===== src/rtl/itcm_ctrl.sv =====
// -----------------------------------------------------------------------------
// itcm_ctrl
//
// Responder side of the instruction-fetch ITCM interface. Fetch requests are
// answered with a fixed one-cycle read from a single-port SRAM macro.
//
// Optional feature (macro KRV_ITCM_AUTO_LOAD_EN):
//   Defined   - after reset the ITCM image (LOAD_WORDS words) is copied from
//               external memory at LOAD_SRC_BASE through the ld_* port. While
//               the copy runs, itcm_auto_load is high and fetches are ignored.
//   Undefined - no load path. Fetches are served from the first cycle after
//               reset release. itcm_auto_load, ld_req and ld_addr are tied 0.
//
// Ports:
//   cpu_clk, cpu_rstn            clock, asynchronous active-low reset
//   instr_itcm_access/_addr      fetch request (level) and word-aligned byte address
//   instr_itcm_read_data(_valid) fetch data, valid exactly one cycle after accept
//   itcm_auto_load               auto-load in progress
//   ld_req, ld_addr              load-port read request and byte address
//   ld_rdata, ld_rvalid          load-port data; ld_rvalid completes the request
//   sram_ce/_we/_addr/_wdata     SRAM macro control, word address and write data
//   sram_rdata                   SRAM read data, valid the cycle after a read
// -----------------------------------------------------------------------------
module itcm_ctrl #(
    parameter int unsigned           ADDR_WIDTH    = 32,
    parameter int unsigned           DATA_WIDTH    = 32,
    parameter int unsigned           DEPTH_LOG2    = 12,
    parameter int unsigned           LOAD_WORDS    = 4096,
    parameter logic [ADDR_WIDTH-1:0] LOAD_SRC_BASE = 32'h0000_0000
) (
    input  logic                  cpu_clk,
    input  logic                  cpu_rstn,
    input  logic                  instr_itcm_access,
    input  logic [ADDR_WIDTH-1:0] instr_itcm_addr,
    output logic [DATA_WIDTH-1:0] instr_itcm_read_data,
    output logic                  instr_itcm_read_data_valid,
    output logic                  itcm_auto_load,
    output logic                  ld_req,
    output logic [ADDR_WIDTH-1:0] ld_addr,
    input  logic [DATA_WIDTH-1:0] ld_rdata,
    input  logic                  ld_rvalid,
    output logic                  sram_ce,
    output logic                  sram_we,
    output logic [DEPTH_LOG2-1:0] sram_addr,
    output logic [DATA_WIDTH-1:0] sram_wdata,
    input  logic [DATA_WIDTH-1:0] sram_rdata
);

    localparam int unsigned CNT_W = DEPTH_LOG2 + 1;

    logic                  w_in_load;     // FSM is in the LOAD state
    logic                  w_load_wr;     // load word arrives this cycle
    logic [DEPTH_LOG2-1:0] w_load_waddr;
    logic [DATA_WIDTH-1:0] w_load_wdata;
    logic                  w_accept;      // fetch read issued this cycle
    logic                  r_rvalid;

`ifdef KRV_ITCM_AUTO_LOAD_EN
    typedef enum logic {
        ST_LOAD,
        ST_SERVE
    } state_t;

    localparam logic [CNT_W-1:0] LAST_CNT = CNT_W'(LOAD_WORDS - 1);

    state_t           r_state;
    state_t           w_state_nxt;
    logic [CNT_W-1:0] r_cnt;

    // NOTE: sequential state uses non-blocking assignments so every register
    // samples pre-edge values regardless of process evaluation order.
    always_ff @(posedge cpu_clk or negedge cpu_rstn) begin
        if (!cpu_rstn) begin
            r_state <= ST_LOAD;
        end else begin
            r_state <= w_state_nxt;
        end
    end

    // NOTE: the next-state default is assigned first so no path through the
    // case leaves it unassigned, which would otherwise infer a latch.
    always_comb begin
        w_state_nxt = r_state;
        case (r_state)
            ST_LOAD:  if (ld_rvalid && (r_cnt == LAST_CNT)) w_state_nxt = ST_SERVE;
            default:  w_state_nxt = ST_SERVE;   // SERVE is terminal until reset
        endcase
    end

    // Stops at LAST_CNT; the FSM leaves LOAD on that word, so cnt never wraps.
    always_ff @(posedge cpu_clk or negedge cpu_rstn) begin
        if (!cpu_rstn) begin
            r_cnt <= '0;
        end else if (w_load_wr && (r_cnt != LAST_CNT)) begin
            r_cnt <= r_cnt + CNT_W'(1);
        end
    end

    assign w_in_load      = (r_state == ST_LOAD);
    // cpu_rstn gating keeps the SRAM quiet while reset is asserted.
    assign w_load_wr      = w_in_load & ld_rvalid & cpu_rstn;
    assign w_load_waddr   = r_cnt[DEPTH_LOG2-1:0];
    assign w_load_wdata   = ld_rdata;
    assign itcm_auto_load = w_in_load;
    assign ld_req         = w_in_load;
    assign ld_addr        = w_in_load ? (LOAD_SRC_BASE + ADDR_WIDTH'({r_cnt, 2'b00})) : '0;
`else
    logic w_unused_ld;

    assign w_in_load      = 1'b0;
    assign w_load_wr      = 1'b0;
    assign w_load_waddr   = '0;
    assign w_load_wdata   = '0;
    assign itcm_auto_load = 1'b0;
    assign ld_req         = 1'b0;
    assign ld_addr        = '0;
    assign w_unused_ld    = ^{ld_rdata, ld_rvalid, LOAD_SRC_BASE, 32'(LOAD_WORDS), CNT_W[0]};
`endif

    // Byte-offset bits and bits above the ITCM range carry no meaning here.
    logic w_unused_addr;
    assign w_unused_addr = ^{instr_itcm_addr[ADDR_WIDTH-1:DEPTH_LOG2+2], instr_itcm_addr[1:0]};

    assign w_accept = ~w_in_load & instr_itcm_access & cpu_rstn;

    // The load write and a fetch read can never coincide, since fetches are
    // only accepted outside LOAD.
    always_comb begin
        sram_ce    = 1'b0;
        sram_we    = 1'b0;
        sram_addr  = '0;
        sram_wdata = '0;
        if (w_load_wr) begin
            sram_ce    = 1'b1;
            sram_we    = 1'b1;
            sram_addr  = w_load_waddr;
            sram_wdata = w_load_wdata;
        end else if (w_accept) begin
            sram_ce    = 1'b1;
            sram_addr  = instr_itcm_addr[DEPTH_LOG2+1:2];
        end
    end

    always_ff @(posedge cpu_clk or negedge cpu_rstn) begin
        if (!cpu_rstn) begin
            r_rvalid <= 1'b0;
        end else begin
            r_rvalid <= w_accept;
        end
    end

    assign instr_itcm_read_data_valid = r_rvalid;
    assign instr_itcm_read_data       = r_rvalid ? sram_rdata : '0;

endmodule

===== config.mk =====
export PLATFORM = sky130hd
export DESIGN_NAME = itcm_ctrl
export DESIGN_NICKNAME = d
export VERILOG_FILES = /design/src/rtl/itcm_ctrl.sv
export SDC_FILE = /design/constraint.sdc
export NUM_CORES = 1
export LEC_CHECK = 0
export ABC_CLOCK_PERIOD_IN_PS = 1000
export BUFFER_PORTS_ARGS = -buffer_cell sky130_fd_sc_hd__buf_2
export CELL_PAD_IN_SITES_DETAIL_PLACEMENT = 1
export CELL_PAD_IN_SITES_GLOBAL_PLACEMENT = 2
export CORE_MARGIN = 10
export CORE_UTILIZATION = 10
export DETAILED_ROUTE_END_ITERATION = 8
export PLACE_DENSITY_LB_ADDON = 0.25
export SYNTH_ARGS = -nofsm -noshare
export SYNTH_HDL_FRONTEND = slang
export SYNTH_SLANG_ARGS = --single-unit

===== constraint.sdc =====
create_clock -name cpu_clk -period 1 [get_ports cpu_clk]
set_input_delay 0.2 -clock cpu_clk [delete_from_list [all_inputs] [get_ports cpu_clk]]
set_output_delay 0.2 -clock cpu_clk [all_outputs]
set_load 0.01 [all_outputs]

==> reports/metrics.cfg <==
[synth]
syn_area_um2 = 838
ys_seq_area_frac = 0.0299
ys_types = 7
syn_inst = 119
synth.avg_cell_area_um2 = 7.04
yosysWarningCount = 0
ys_seq_elements = 1

[placement]
portBuffers = 92
dp_cells = 312
dp_hpwl_um = 3570
globalplace.congestion = 0.726
placed_area_um2 = 1180

[power_and_ir_drop]
finalPower_mw = 0.461
p_leak_nw = 0.828
power.density_nw_per_um2 = 384
ir_worst_vdd_mv = 0.101

[cells_and_area]
final_cell_mix = 89 x buf_2, 67 x conb_1, 32 x and2_1, 12 x and3_1, 3 x buf_6
drive_above_1_share = 0.459
fin_util = 0.147
nNetsFinal = 309
final_area_um2 = 1200
diodes = 0
final_common_cell = buf_2
largest_reg_flops = 1
area_growth_syn_to_layout_pct = 43.0
finalNonFillerCells = 312

[sta]
fin_crit_sh = 1.03
hold_viol = 0
finalSetupViolCount = 29
slew_viol_final = 0
min_period_ns = 1.03
setup_slack_ns = -0.0296
rsz0062_at_grt = yes
max_freq_ghz = 0.971

[grt]
grt_max_degree = 31
grt_pass1_wl_um = 5240
overflow = 0
antenna_found_initial = 0
grt_pass1_vias = 902
grt_use_total = 0.0498

[setup_path]
critPathMaxStageDelay_ns = 0.39
worstSetupPathType = flop to output pin
critPathCaptureType = output pin
crit_slowest_cell = dfrtp_1
arrival_ns = 0.83
worstPathMaxFanout = 30
start_kind = flop
cp_data_required_time_ns = 0.80
cp_cell_sequence = buf_12 -> and2_1 -> buf_2

[floorplan]
dieArea_um2 = 12400
initial_core_util = 0.103
dieWidth_um = 112
fp.dieH_um = 112
core_area_um2 = 8180
rows = 33
floorplan.io_pins = 213

[drt]
drt_first_pass_iters = 3
num_vias = 858
antenna_left = 0
vias_per_cell = 2.75
avgRoutedWirePerCell_um = 12.0
drtIter0Drc = 34
drc = 0
drt_wl_total_um = 3760

[outcome]
status = finished, violations left
violations = setup timing

[cts]
clk_pin_slew_ns = 0
post_cts_buffers = 0

[flow_run]
maxCapViolCount = 0

[hold_path]
hold_class = input port to async pin

## worst max-delay path, delay by kind of cell, from the launching register on
family / cells / cell delay, ns
buf+inv: 2 / 0.30
simple gates: 1 / 0.13
flops: 1 / 0.39
## through the flow
| step | worst slack (ns) | hold WS (ns) | setup TNS, ns |
|---|---|---|---|
| floorplan | 0.0362 | -0.0956 | 0 |
| global route | -0.0783 | 0.0706 | -1.86 |
| CTS | -0.0375 | 0.0563 | -0.894 |
| finish | -0.0296 | 0.0543 | -0.635 |
| global placement | -0.0508 | 0.0543 | -0.772 |
| detailed placement | -0.0469 | 0.0562 | -0.795 |
## what timing repair did
action / in CTS / in global routing
resized for setup: 3 / 1
endpoints found under the setup margin: 31 / 32
hold buffers: 0 / 0
endpoints found under the hold margin: 0 / 0
## final timing paths
check                      cells past startpoint                    endpoint                  startpoint
max                                            3    instr_itcm_read_data[13]  instr_itcm_read_data_valid
min                                            1  instr_itcm_read_data_valid                    cpu_rstn
max in group asynchronous                      1  instr_itcm_read_data_valid                    cpu_rstn
min in group cpu_clk                           2  instr_itcm_read_data_valid                    cpu_rstn
## Yosys cell counts
master,instances,area [µm²]
and2_1,33,206
and3_1,12,75.1
dfrtp_1,1,25.0
clkbuf_2,3,15.0
buf_2,2,10.0
conb_1,1,3.75
buf_4,67,503
## layout make-up
class                           count  area [µm²]
Fill cell                        1048        6980
Multi-Input combinational cell    112         536
Sequential cell                     1        25.0
Tap cell                          105         131
Timing Repair Buffer               94         507
## layer usage
metal	up-vias	track usage	wire length, µm
met3	0	0.0166	355
met2	73	0.107	2180
met5	-	0	0
met1	377	0.0452	1230
met4	0	0	0
li1	408	-	-
## report_power, final
part / switching [mW] / leakage, nW / internal, mW / total (mW)
logic: 0.254 / 0.815 / 0.161 / 0.415
clock network: 0 / 0 / 0 / 0
registers: 0.00223 / 0.0129 / 0.0433 / 0.0455
## logic make-up after synthesis
group | synth area share
AND/OR/NAND/NOR | 0.336
other | 0.00447
buffers and inverters | 0.630
flip-flops | 0.0298
No activity file was read; power rests on OpenSTA's default activity.
